===== config.mk =====
export PLATFORM = sky130hd
export DESIGN_NAME = id_ex_stage
export DESIGN_NICKNAME = d
export VERILOG_FILES = /design/src/rtl/pipe_pkg.sv /design/src/rtl/load_use_detect.sv /design/src/rtl/id_ex_stage.sv
export SDC_FILE = /design/constraint.sdc
export NUM_CORES = 1
export LEC_CHECK = 0
export CAP_MARGIN = 20
export CORE_ASPECT_RATIO = 0.6
export CORE_UTILIZATION = 45
export CTS_BUF_LIST = sky130_fd_sc_hd__clkbuf_4 sky130_fd_sc_hd__clkbuf_8
export CTS_CLUSTER_DIAMETER = 40
export DETAILED_ROUTE_END_ITERATION = 10
export PLACE_DENSITY = 0.88
export REMOVE_ABC_BUFFERS = 1
export SLEW_MARGIN = 40
export SYNTH_ARGS = -nofsm -noshare
export SYNTH_HDL_FRONTEND = slang
export SYNTH_HIERARCHICAL = 1
export SYNTH_SLANG_ARGS = --single-unit
export TNS_END_PERCENT = 50

===== constraint.sdc =====
create_clock -name clk -period 3.05 [get_ports clk]
set_input_delay 0.305 -clock clk [delete_from_list [all_inputs] [get_ports clk]]
set_output_delay 0.305 -clock clk [all_outputs]
set_load 0.01 [all_outputs]

===== src/rtl/pipe_pkg.sv =====
// Shared types for the ID/EX pipeline register: field widths, the registered
// payload struct and the all-zero bubble value.
package pipe_pkg;

  localparam int unsigned REG_ADDR_W   = 3;
  localparam int unsigned PIPE_DATA_W  = 8;
  localparam int unsigned PIPE_ALUOP_W = 3;

  typedef struct packed {
    logic                    valid;
    logic                    regwrite;
    logic                    memread;
    logic                    memwrite;
    logic [REG_ADDR_W-1:0]   rs;
    logic [REG_ADDR_W-1:0]   rt;
    logic [REG_ADDR_W-1:0]   rd;
    logic [PIPE_ALUOP_W-1:0] alu_op;
    logic [PIPE_DATA_W-1:0]  rs_data;
    logic [PIPE_DATA_W-1:0]  rt_data;
    logic [PIPE_DATA_W-1:0]  imm;
  } id_ex_t;

  localparam id_ex_t ID_EX_BUBBLE = '0;

endpackage


===== src/rtl/load_use_detect.sv =====
// Combinational load-use hazard check: a load in EX writing a register that
// the instruction in ID reads. Register 0 never creates a hazard.
module load_use_detect
  import pipe_pkg::*;
(
  input  logic                  id_valid,
  input  logic [REG_ADDR_W-1:0] id_rs,
  input  logic [REG_ADDR_W-1:0] id_rt,
  input  logic                  id_uses_rt,
  input  logic                  ex_valid,
  input  logic                  ex_memread,
  input  logic [REG_ADDR_W-1:0] ex_rd,
  output logic                  lu_c
);

  logic rs_hit;
  logic rt_hit;

  always_comb begin
    rs_hit = (ex_rd == id_rs);
    rt_hit = id_uses_rt && (ex_rd == id_rt);
    lu_c   = id_valid && ex_valid && ex_memread && (ex_rd != '0) && (rs_hit || rt_hit);
  end

endmodule


===== src/rtl/id_ex_stage.sv =====
// ID/EX pipeline register with load-use bubble insertion, flush and hold.
// Optional saturating stall/flush counters when ID_EX_STATS_EN is defined.
module id_ex_stage
  import pipe_pkg::*;
#(
  parameter int unsigned DATA_W  = PIPE_DATA_W,
  parameter int unsigned ALUOP_W = PIPE_ALUOP_W
`ifdef ID_EX_STATS_EN
  ,
  parameter int unsigned CNT_W   = 16
`endif
) (
  input  logic                  clk,
  input  logic                  rst,
  input  logic                  id_valid,
  input  logic [REG_ADDR_W-1:0] id_rs,
  input  logic [REG_ADDR_W-1:0] id_rt,
  input  logic [REG_ADDR_W-1:0] id_rd,
  input  logic                  id_uses_rt,
  input  logic                  id_regwrite,
  input  logic                  id_memread,
  input  logic                  id_memwrite,
  input  logic [ALUOP_W-1:0]    id_alu_op,
  input  logic [DATA_W-1:0]     id_rs_data,
  input  logic [DATA_W-1:0]     id_rt_data,
  input  logic [DATA_W-1:0]     id_imm,
  input  logic                  flush,
  input  logic                  ex_hold,
  output logic                  stall,
  output logic                  id_ex_valid,
  output logic                  id_ex_regwrite,
  output logic                  id_ex_memread,
  output logic                  id_ex_memwrite,
  output logic [REG_ADDR_W-1:0] id_ex_rs,
  output logic [REG_ADDR_W-1:0] id_ex_rt,
  output logic [REG_ADDR_W-1:0] id_ex_rd,
  output logic [ALUOP_W-1:0]    id_ex_alu_op,
  output logic [DATA_W-1:0]     id_ex_rs_data,
  output logic [DATA_W-1:0]     id_ex_rt_data,
  output logic [DATA_W-1:0]     id_ex_imm
`ifdef ID_EX_STATS_EN
  ,
  output logic [CNT_W-1:0]      stall_count,
  output logic [CNT_W-1:0]      flush_count
`endif
);

  id_ex_t q;
  id_ex_t id_load;
  logic   lu;

  load_use_detect u_lu (
    .id_valid   (id_valid),
    .id_rs      (id_rs),
    .id_rt      (id_rt),
    .id_uses_rt (id_uses_rt),
    .ex_valid   (q.valid),
    .ex_memread (q.memread),
    .ex_rd      (q.rd),
    .lu_c       (lu)
  );

  // Flush kills the stalled instruction upstream too, so it must not stall.
  assign stall = (lu || ex_hold) && !flush;

  // ID payload; control bits are masked off for an invalid slot.
  always_comb begin
    id_load          = ID_EX_BUBBLE;
    id_load.valid    = id_valid;
    id_load.regwrite = id_valid && id_regwrite;
    id_load.memread  = id_valid && id_memread;
    id_load.memwrite = id_valid && id_memwrite;
    id_load.rs       = id_rs;
    id_load.rt       = id_rt;
    id_load.rd       = id_rd;
    id_load.alu_op   = PIPE_ALUOP_W'(id_alu_op);
    id_load.rs_data  = PIPE_DATA_W'(id_rs_data);
    id_load.rt_data  = PIPE_DATA_W'(id_rt_data);
    id_load.imm      = PIPE_DATA_W'(id_imm);
  end

  always_ff @(posedge clk) begin
    if (rst || flush) begin
      q <= ID_EX_BUBBLE;
    end else if (!ex_hold) begin
      q <= lu ? ID_EX_BUBBLE : id_load;
    end
  end

  assign id_ex_valid    = q.valid;
  assign id_ex_regwrite = q.regwrite;
  assign id_ex_memread  = q.memread;
  assign id_ex_memwrite = q.memwrite;
  assign id_ex_rs       = q.rs;
  assign id_ex_rt       = q.rt;
  assign id_ex_rd       = q.rd;
  assign id_ex_alu_op   = ALUOP_W'(q.alu_op);
  assign id_ex_rs_data  = DATA_W'(q.rs_data);
  assign id_ex_rt_data  = DATA_W'(q.rt_data);
  assign id_ex_imm      = DATA_W'(q.imm);

`ifdef ID_EX_STATS_EN
  // Saturating event counters.
  always_ff @(posedge clk) begin
    if (rst) begin
      stall_count <= '0;
      flush_count <= '0;
    end else begin
      if (lu && !flush && !ex_hold && (stall_count != '1))
        stall_count <= stall_count + CNT_W'(1);
      if (flush && (flush_count != '1))
        flush_count <= flush_count + CNT_W'(1);
    end
  end
`endif

endmodule


Yosys cells after proc, flatten, opt, wreduce, memory -nomap -nowiden
Index checks and enable logic that the tools add are counted.
{"block": "word_totals", "output_inout_bits": 41, "register_bits": 40, "input_bits": 45, "word_cells": 28}
{"block": "classes", "n_eq_ne": 2, "n_reduce_logical": 14, "mux": 1}
{"cell": "40-bit two-way mux", "count": 1}
{"cell": "1-bit logical AND", "count": 9}
{"cell": "3-bit == test", "count": 2}
{"cell": "1-bit logical OR", "count": 3}
{"cell": "3-bit nonzero test", "count": 1}
{"cell": "1-bit zero test", "count": 1}

Logic depth before layout (Yosys ltp)
Gate-level depths: netlist of the first run.
{"block": "logic_depth", "ltp_word": 6, "mapped_depth": 7, "ltp_nobuf": 5}

By module
The synthesis of the first run kept the hierarchy.
{"mod": "id_ex_stage", "cells_per_inst": 180, "instances": 1, "area_each_um2": 1695.4, "seq_area_each_um2": 800.8}
{"mod": "load_use_detect", "cells_per_inst": 11, "instances": 1, "area_each_um2": 81.3, "seq_area_each_um2": 0.0}

Least setup slack after synthesis of the first run
Ideal clock, no wire load.
{"block": "synth_path", "kind": "register to register", "startpoint": "register q (netlist bit id_ex_rd[1])", "endpoint": "register q (netlist bit id_ex_imm[1])", "arrival_ns": 1.602, "period_less_slack_ns": 1.668, "stages_incl_launch_ff": 8, "path_slack_ns": 1.382, "path_buffers": 2, "required_ns": 2.984, "setup_ns": 0.066, "path_cell_list": "dfxtp_1 or3_1 nand4_1 a21oi_1 buf_6 buf_6 or3b_1 a21oi_2"}
{"block": "synth_between", "elab_chain_cells": 5, "elab_cells_between_ends": 8, "cone_classes": "eq/ne (2); mux (1); reduce/logical (5)"}
{"element": "start: declaration", "line_no": "id_ex_stage.sv:48", "rtl": "id_ex_t q;"}
{"element": "start signal: assignment", "line_no": "id_ex_stage.sv:86", "rtl": "q <= lu ? ID_EX_BUBBLE : id_load;"}
{"element": "3-bit == test", "line_no": "load_use_detect.sv:21", "rtl": "rt_hit = id_uses_rt && (ex_rd == id_rt);"}
{"element": "1-bit logical AND", "line_no": "load_use_detect.sv:21"}
{"element": "1-bit logical OR", "line_no": "load_use_detect.sv:22", "rtl": "lu_c = id_valid && ex_valid && ex_memread && (ex_rd != '0) && (rs_hit || rt_hit);"}
{"element": "1-bit logical AND *", "line_no": "load_use_detect.sv:22"}
{"element": "via lu", "line_no": "id_ex_stage.sv:50", "rtl": "logic lu;"}
{"element": "40-bit two-way mux *", "line_no": "id_ex_stage.sv:86"}
The timed path passes the listed nets; every way through them passes the cells marked *.
A chain may end at the register's enable or synchronous reset.

Worst setup path in the final report of the first run
{"block": "layout_path", "startpoint": "input port id_rt[0]", "endpoint": "output port stall"}
{"block": "layout_between", "elab_chain_cells": 6}
{"element": "start: declaration", "line_no": "id_ex_stage.sv:17", "rtl": "input logic [REG_ADDR_W-1:0] id_rt,"}
{"element": "3-bit == test", "line_no": "load_use_detect.sv:21"}
{"element": "1-bit logical AND", "line_no": "load_use_detect.sv:21"}
{"element": "1-bit logical OR", "line_no": "load_use_detect.sv:22"}
{"element": "1-bit logical AND", "line_no": "load_use_detect.sv:22"}
{"element": "via lu", "line_no": "id_ex_stage.sv:50"}
{"element": "1-bit logical OR", "line_no": "id_ex_stage.sv:64", "rtl": "assign stall = (lu || ex_hold) && !flush;"}
{"element": "1-bit logical AND", "line_no": "id_ex_stage.sv:64"}
{"element": "end: declaration", "line_no": "id_ex_stage.sv:29", "rtl": "output logic stall,"}
The timed path passes the listed nets, and every way through them passes these cells.

==> run metrics, run 1 <==
outcome finished clean; yosys synthesis warning count 6; worst stage delay on the critical path about 0.53 ns; RSZ-0062 raised after global routing false; HP Class flop to flop; initial core utilization 47.7%; Syn Inst Count about 190; # DRC 0; RD Place Congestion 0.764; leakage power 0.937 nW; vias between 1,500 and 2,000; Worst-Skew Late Latency 0.29 ns; # setup viols final 0; hold slack approximately 0.46 ns; setup TNS 0 ns; Final Util about three quarters; CP top delay family buffers and inverters; Routed wire per std cell approximately 14 um; row count 17; Cell Pwr Density 423 mW/mm2; Post-Route WL about 4.4 mm; reg-to-reg endpoint id_ex_valid; Final HPWL DP 3.04 mm; NumNets Final 315; dpl cells 310; CTS buffer count 5; PortBufs between 80 and 90; Final Cycle Share 74.8%; root buf cell clkbuf_8; Clk pin slew, worst setup/hold paths approximately 0.07 ns; reg2reg path depth 6; Hold Fails Final Rpt 0; crit path to stall; Synth Register Bits 40; clock buffer depth 2; initial antenna violation count 0; Tmin final between 2 and 2.5 ns; worst-path cell chain clkdlybuf4s50_1, xnor2_1, nand4_1, a21oi_2, nor2_1, nor2_1, clkdlybuf4s50_1; Vias/cell between 5 and 6; count of unique library cells instantiated by Yosys 18; Max Fclk between 0.4 and 0.5 GHz; H-tree depth 2; VDD IR max approximately 0.37 mV; Die Wd approximately 83 um; largest net degree at the start of global routing 43; WS Path Type primary input to output port; CP Launch Type primary input; layout cells sized above 1 between 10 and 15%; endpoint type of the worst setup path output port; commonest non-fill, non-tap cell in the layout clkdlybuf4s50_1; WP data arrival around 2.0 ns; vias in the first global route 1,530; worst setup path start id_rt[0]; Worst path slowest cell clkdlybuf4s50_1; Rel. slew slack a little under three fifths; first-pass GRT wire length about 7.4 mm; Avg Inst Size Synth just over 9 um2; io pins 86; Starting DRT DRC Count between 40 and 50; Worst Path Max Fanout 2; post-synthesis sequential area ratio 45.1%; clk sinks 40; Routed Antenna Nets 0; drt first pass iters 4; Total Routing Usage GR between 20% and 30%; Reg2Reg Setup Slack about 1.2 ns; Core ar. about 0.0037 mm2; clock skew between 0.01 and 0.015 ns; most frequent cells in the layout clkdlybuf4s50_1 (84), nand2_1 (40), dfxtp_1 (40), or3b_1 (37), a21oi_2 (21); Max Cap Viol 0; grt ovf 0; Setup Fix Bufs, Post-CTS 0; Die Height 50.7 um; CP Depth 7; Syn-to-layout area delta 53.4%; required time worst endpoint approximately 2.7 ns; max-slew violation count 0; die area approximately 0.0042 mm2; cts hold-fix bufs 0; WP buf/inv 2; worst-margin pin slew 0.639 ns; cts repair resizes 0; reg2reg start id_ex_rd[1]; cell area after synthesis approximately 0.0018 mm2; post-route insts no fill between 300 and 400; n_diodes 0; CTS tree yes
logic make-up after synthesis:
group	synth area share, %
compound gates	16.0
xor+xnor	2.96
buf+inv	5.70
flops	45.1
simple gates	30.3
cell type report:
type,instances,area [um2]
clock buffers,5,68.8
clock inverters,3,42.5
fillers,290,997
multi-input cells,134,878
flip-flops and latches,40,801
well taps,47,58.8
repair buffers,89,876
cells in the mapped netlist (all sizes together):
library cell  instances  area share [%]
or3b                 40              20
nand3                 1            0.28
dfxtp                40              45
nand4                 2            0.70
nor2                  2            0.42
or2                   1            0.35
or3                   1            0.35
a21oi                38              15
buf                  11             4.3
o22ai                 3             1.1
nand2                40             8.5
clkbuf                6             1.4
xnor2                 6             3.0
stage by stage:
stage / setup WS (ns) / power [mW] / cell area (um2)
2_1_floorplan: 0.724 / 0.624 / 1680
3_3_place_gp: 0.798 / 0.734 / 2610
3_5_place_dp: 0.778 / 0.737 / 2610
4_1_cts: 0.761 / 1.16 / 2730
5_1_grt: 0.659 / 1.21 / 2730
6_report: 0.769 / 1.15 / 2730
worst min path at each step:
stage,start,end,cells after the start
floorplan,ex_hold,id_ex_alu_op[2],2
global placement,id_ex_imm[7],id_ex_imm[7],2
detailed placement,id_ex_imm[7],id_ex_imm[7],2
CTS,id_ex_rs_data[5],id_ex_rs_data[5],2
global route,id_ex_alu_op[0],id_ex_alu_op[0],2
finish,id_ex_rs_data[5],id_ex_rs_data[5],2
metal layers:
metal / track usage (%) / vias to the layer above / wire length (um)
met5: 0 / - / 0
met4: 4.31 / 0 / 14
met2: 35.2 / 65 / 1820
li1: - / 813 / -
met1: 30.1 / 727 / 2240
met3: 7.89 / 2 / 370
worst min-delay path, stage by stage, from the launching register on:
cell and delay, ns:
dfxtp_1 0.31, nand2_1 0.06, a21oi_1 0.05
sequential cells by signal (all words and copies together), names as in the netlist:
register / count
id_ex_imm: 8
id_ex_rs_data: 8
id_ex_rt_data: 8
id_ex_alu_op: 3
id_ex_rd: 3
id_ex_rs: 3
id_ex_rt: 3
id_ex_memread: 1
id_ex_memwrite: 1
id_ex_regwrite: 1
id_ex_valid: 1
power breakdown:
part           leakage, nW  total [mW]  internal (mW)  switching (mW)
logic                0.557       0.178          0.110          0.0680
registers            0.326       0.548          0.538          0.0100
clock network       0.0541       0.425          0.242           0.183
Power figures use the tool's default switching activity.
==> run 2, diff against run 1 <==
CORE_UTILIZATION = 38   (was 45)
PLACE_DENSITY = 0.79   (was 0.88)
clock period = 1.9 ns   (was 3.05 ns; I/O delays follow)
==> run metrics, run 2 (synthesis gave the netlist of run 1 again) <==
n_diodes 0 (unchanged); NumNets Final 316 (+0.32%); Routed wire per std cell 13.0 um (-6.5%); outcome finished clean; Total Routing Usage GR 18.4% (-4.0 points); # setup viols final 0 (unchanged); reg2reg path depth 6 (unchanged); largest net degree at the start of global routing 44 (+2.3%); Reg2Reg Setup Slack 0.1 ns (-1.07 ns); PortBufs 85 (unchanged); Clk pin slew, worst setup/hold paths 0.08 ns (about the same); hold slack 0.266 ns (-0.199 ns); setup TNS 0 ns (unchanged); die area 0.00496 mm2 (+18%); HP Class primary input to flop; Placement Setup Slack -0.152 ns (-0.930 ns); Setup Fix Bufs, Post-CTS 0 (unchanged); Syn-to-layout area delta 59.0%; vias 1,594 (-0.81%); most frequent cells in the layout clkdlybuf4s50_1 (83), nand2_1 (40), dfxtp_1 (37), or3b_1 (36), a21oi_2 (21); CTS tree yes; Power Total 2.13 mW (+85%); Worst-Skew Late Latency 0.29 ns (about the same); worst setup path start id_ex_rd[1]; CTS buffer count 5 (unchanged); hold path startpoint ex_hold; Final HPWL DP 2.96 mm (-2.6%); Die Height 55.0 um (+8.5%); Vias/cell 4.80 (-5.0%); Hold Fails Final Rpt 0 (unchanged); WS Path Type flop to flop; io pins 86 (unchanged); post-layout instance area 0.00283 mm2 (+3.7%); Max Fclk roughly 0.55 GHz; max-slew violation count 0 (unchanged); cts hold-fix bufs 0 (unchanged); CP Launch Type flop; Worst Path Max Fanout 37 (+35); Placed Area 0.00266 mm2 (+1.9%); endpoint type of the worst setup path flop; clock buffer depth 2 (unchanged); VDD IR max 0.430 mV (+17%); H-tree depth 2 (unchanged); row count 18 (+1); setup ws final 0.0954 ns (-0.674 ns); Final Cycle Share between 90 and 100%; worst-margin pin slew 0.347 ns (-0.293 ns); drt first pass iters 4 (unchanged); commonest non-fill, non-tap cell in the layout clkdlybuf4s50_1; leakage power 0.979 nW (+4.5%); root buf cell clkbuf_8; Starting DRT DRC Count 33 (-28%); Post-Route WL 4.33 mm (-2.4%); crit path to id_ex_rt[1]; reg2reg start id_ex_rd[1]; Routed Antenna Nets 0 (unchanged); vias in the first global route 1,438 (-6.0%); clk sinks 40 (unchanged); clock skew 0.00505 ns (-0.00623 ns); reg-to-reg endpoint id_ex_rt[1]; required time worst endpoint 2.13 ns (-0.61 ns); RSZ-0062 raised after global routing false; # DRC 0 (unchanged); Die Wd 90.3 um (+8.6%); initial core utilization 41.3% (-6.4 points); first-pass GRT wire length 6.84 mm (-7.7%); grt ovf 0 (unchanged); WP data arrival 2.04 ns (+0.06 ns); initial antenna violation count 0 (unchanged); Max Cap Viol 0 (unchanged); Core ar. 0.00430 mm2 (+16%); Cell Pwr Density 753 mW/mm2 (+78%); RD Place Congestion 0.764 (about the same); Tmin final 1.80 ns; layout cells sized above 1 16.2% (+2.2 points); Rel. slew slack 76.9% (+20 points)
## run 2: changes by cell type in the layout (fill, tap and decap cells not counted), sizes merged
cell           previous run  this run
clkinvlp                  1         0
clkbuf                    5         6
buf                       5         6
clkdlybuf4s50            84        83
clkinv                    1         0
bufinv                    1         3
## run 2: repair_timing
action / 4_1_cts / 5_1_grt
resized for setup: 5 / 3
endpoints found under the setup margin: 1 / 3
pin swaps: 1 / 1
## run 2: final cells by class
type | count | area (um2)
Multi-Input combinational cell | 134 | 881
Clock inverter | 3 | 90.1
Sequential cell | 40 | 807
Fill cell | 381 | 1480
Clock buffer | 5 | 68.8
Tap cell | 60 | 75.1
Timing Repair Buffer | 90 | 903
## run 2: worst min-delay path by stage
stage                                 end  slack, ns  depth (start not counted)
final                         id_ex_rd[2]       0.27                          3
after global routing          id_ex_rd[2]       0.30                          3
after CTS                     id_ex_rd[2]       0.26                          3
after detailed placement     id_ex_imm[7]       0.45                          2
after global placement       id_ex_imm[7]       0.44                          2
after floorplan           id_ex_alu_op[2]       0.33                          2
## run 2: worst max-delay path: stages (launching register included)
cell	delay [ns]
dfxtp_2	0.35
or3_1	0.37
nand4_1	0.12
a21oi_2	0.06
buf_4	0.24
or3b_1	0.44
a21oi_2	0.15
## run 2: stage by stage
| stage | util [%] | instances |
|---|---|---|
| finish | 65.7 | 332 |
| detailed placement | 61.9 | 324 |
| global placement | 61.9 | 324 |
| CTS | 65.7 | 332 |
| floorplan | - | 174 |
| global route | 65.7 | 332 |
## run 2: power by group
| group | switching (mW) | internal, mW |
|---|---|---|
| Sequential | 0.0160 | 0.863 |
| Clock | 0.302 | 0.657 |
| Combinational | 0.108 | 0.183 |
| Total | 0.425 | 1.70 |
## run 2: per-layer routing
| metal | part of all wire (%) | global-route usage (%) | up-vias |
|---|---|---|---|
| li1 | - | - | 814 |
| met1 | 50 | 23.4 | 715 |
| met2 | 39 | 27.9 | 60 |
| met3 | 10 | 8.33 | 5 |
| met4 | 0.97 | 7.26 | 0 |
| met5 | 0 | 0 | - |
==> run 3, diff against run 2 <==
ABC_AREA = 0   (was default)
CORE_MARGIN = 2   (was default)
==> run metrics, run 3 (synthesis gave the netlist of run 1 again) <==
outcome finished clean; Tmin final 1.70 ns (-0.105 ns); vias in the first global route 1,530 (+6.4%); RSZ-0062 raised after global routing false; clk sinks 40 (unchanged); Max Cap Viol 0 (unchanged); most frequent cells in the layout clkdlybuf4s50_1 (83), nand2_1 (40), dfxtp_1 (37), or3b_1 (36), a21oi_2 (21); Hold Fails Final Rpt 0 (unchanged); drt first pass iters 4 (unchanged); VDD IR max 0.297 mV (-31%); Worst Path Max Fanout 37 (unchanged); Core ar. 0.00454 mm2 (+5.6%); initial antenna violation count 0 (unchanged); setup TNS 0 ns (unchanged); Routed Antenna Nets 0 (unchanged); grt ovf 0 (unchanged); initial core utilization 39.1% (-2.2 points); HP Class primary input to flop; Seq. cell area 807 um2 (unchanged); RD Place Congestion 0.703 (-7.9%); # DRC 0 (unchanged); Placement Setup Slack -0.131 ns (+0.0210 ns); grt peak-use layer met2; reg-to-reg endpoint id_ex_valid; Die Height 57.0 um (+3.6%); CTS tree yes; NumNets Final 314 (-0.63%); Total Routing Usage GR 17.6% (-0.83 points); Clk pin slew, worst setup/hold paths 0.08 ns (about the same); # setup viols final 0 (unchanged); H-tree depth 2 (unchanged); crit path to id_ex_valid; setup ws final 0.201 ns (+0.105 ns); PortBufs 85 (unchanged); GR Layer Usage met1 24.0% (+0.61 points); Starting DRT DRC Count 58 (+76%); root buf cell clkbuf_8; hold slack 0.361 ns (+0.0951 ns); WS Path Type flop to flop; WP data arrival 1.93 ns (-0.11 ns); commonest non-fill, non-tap cell in the layout clkdlybuf4s50_1; layout cells sized above 1 15.6% (-0.56 points); Cell Pwr Density 624 mW/mm2 (-17%); Syn-to-layout area delta 54.4%; Placed Area 0.00265 mm2 (-0.42%); Final Cycle Share 89.4% (-5.5 points); first-pass GRT wire length 7.31 mm (+6.9%); die area 0.00526 mm2 (+5.9%); Post-Route WL 4.44 mm (+2.5%); reg2reg path depth 6 (unchanged); max-slew violation count 0 (unchanged); FILL cells 403 (+5.8%); Routed wire per std cell 13.4 um (+2.5%); reg2reg start id_ex_rd[1]; endpoint type of the worst setup path flop; worst-margin pin slew 0.466 ns (+0.119 ns); required time worst endpoint 2.13 ns (about the same); CP Launch Type flop; Multi-input gate area 883 um2 (+0.28%); Rel. slew slack 68.9% (-8.0 points); post-layout instance area 0.00274 mm2 (-2.9%); Die Wd 92.3 um (+2.2%); io pins 86 (unchanged); row count 19 (+1); n_diodes 0 (unchanged); Final HPWL DP 2.96 mm (+0.14%); met3 Resource Use GR 6.74% (-1.6 points); leakage power 0.937 nW (-4.2%); CTS buffer count 5 (unchanged); largest net degree at the start of global routing 53 (+20%); clock skew 0.00622 ns (+0.00117 ns); Vias/cell 4.80 (unchanged); hold path cells 3 (unchanged); Worst-Skew Late Latency 0.29 ns (about the same); met2 usage 25.9% (-1.9 points); vias 1,594 (unchanged); Max Fclk 0.588 GHz (+6.2%); Reg2Reg Setup Slack 0.20 ns (+0.11 ns); clock buffer depth 2 (unchanged); worst setup path start id_ex_rd[1]
run 3: changes by cell type in the layout (fill, tap and decap cells not counted):
cell	before	now
buf_4	3	0
buf_6	0	1
bufinv_16	3	0
clkbuf_4	0	1
clkinv_2	0	1
nor2_1	2	1
nor2_2	0	1
run 3: how the worst min path moves through the flow:
stage / startpoint / end / slack (ns)
after global placement: id_ex_rt_data[5] / id_ex_rt_data[5] / 0.45
final: ex_hold / id_ex_rt_data[7] / 0.36
after global routing: ex_hold / id_ex_rs_data[7] / 0.38
after CTS: ex_hold / id_ex_rs_data[7] / 0.35
after floorplan: ex_hold / id_ex_alu_op[2] / 0.33
after detailed placement: id_ex_rs_data[1] / id_ex_rs_data[1] / 0.45
run 3: final cells by class:
class / count / area share (%)
sequential: 40 / 29.4
clock inverter: 1 / 0.182
tap: 63 / 2.87
clock buffer: 6 / 2.78
multi-input combinational: 134 / 32.2
timing repair buffer: 88 / 32.5
run 3: what timing repair did:
action,CTS,global route
setup buffers,0,0
hold buffers,0,0
endpoints found under the setup margin,1,5
pin swaps,0,3
gates resized for setup,4,6
run 3: per-stage QoR:
step           std cells  utilization (%)  total power [mW]
6_report             332             60.4              1.71
3_3_place_gp         325             58.4              1.19
5_1_grt              332             60.4              1.80
3_5_place_dp         325             58.4              1.19
2_1_floorplan        174                -              1.00
4_1_cts              332             60.2              1.73
run 3: power breakdown:
group	switching (mW)	internal [mW]
registers	0.0162	0.863
clock network	0.280	0.264
logic	0.108	0.181
total	0.403	1.31
run 3: worst max-delay path: stages (launching register included):
cell and delay (ns):
dfxtp_4 0.37, or3_1 0.36, nand4_1 0.10, a21oi_2 0.06, buf_6 0.19, or3b_4 0.41, a21oi_1 0.14
run 3: routing by layer:
layer  part of all wire [%]  vias up
li1                       -      810
met1                     48      719
met2                     42       60
met3                    9.1        5
met4                   0.79        0
met5                      0        -
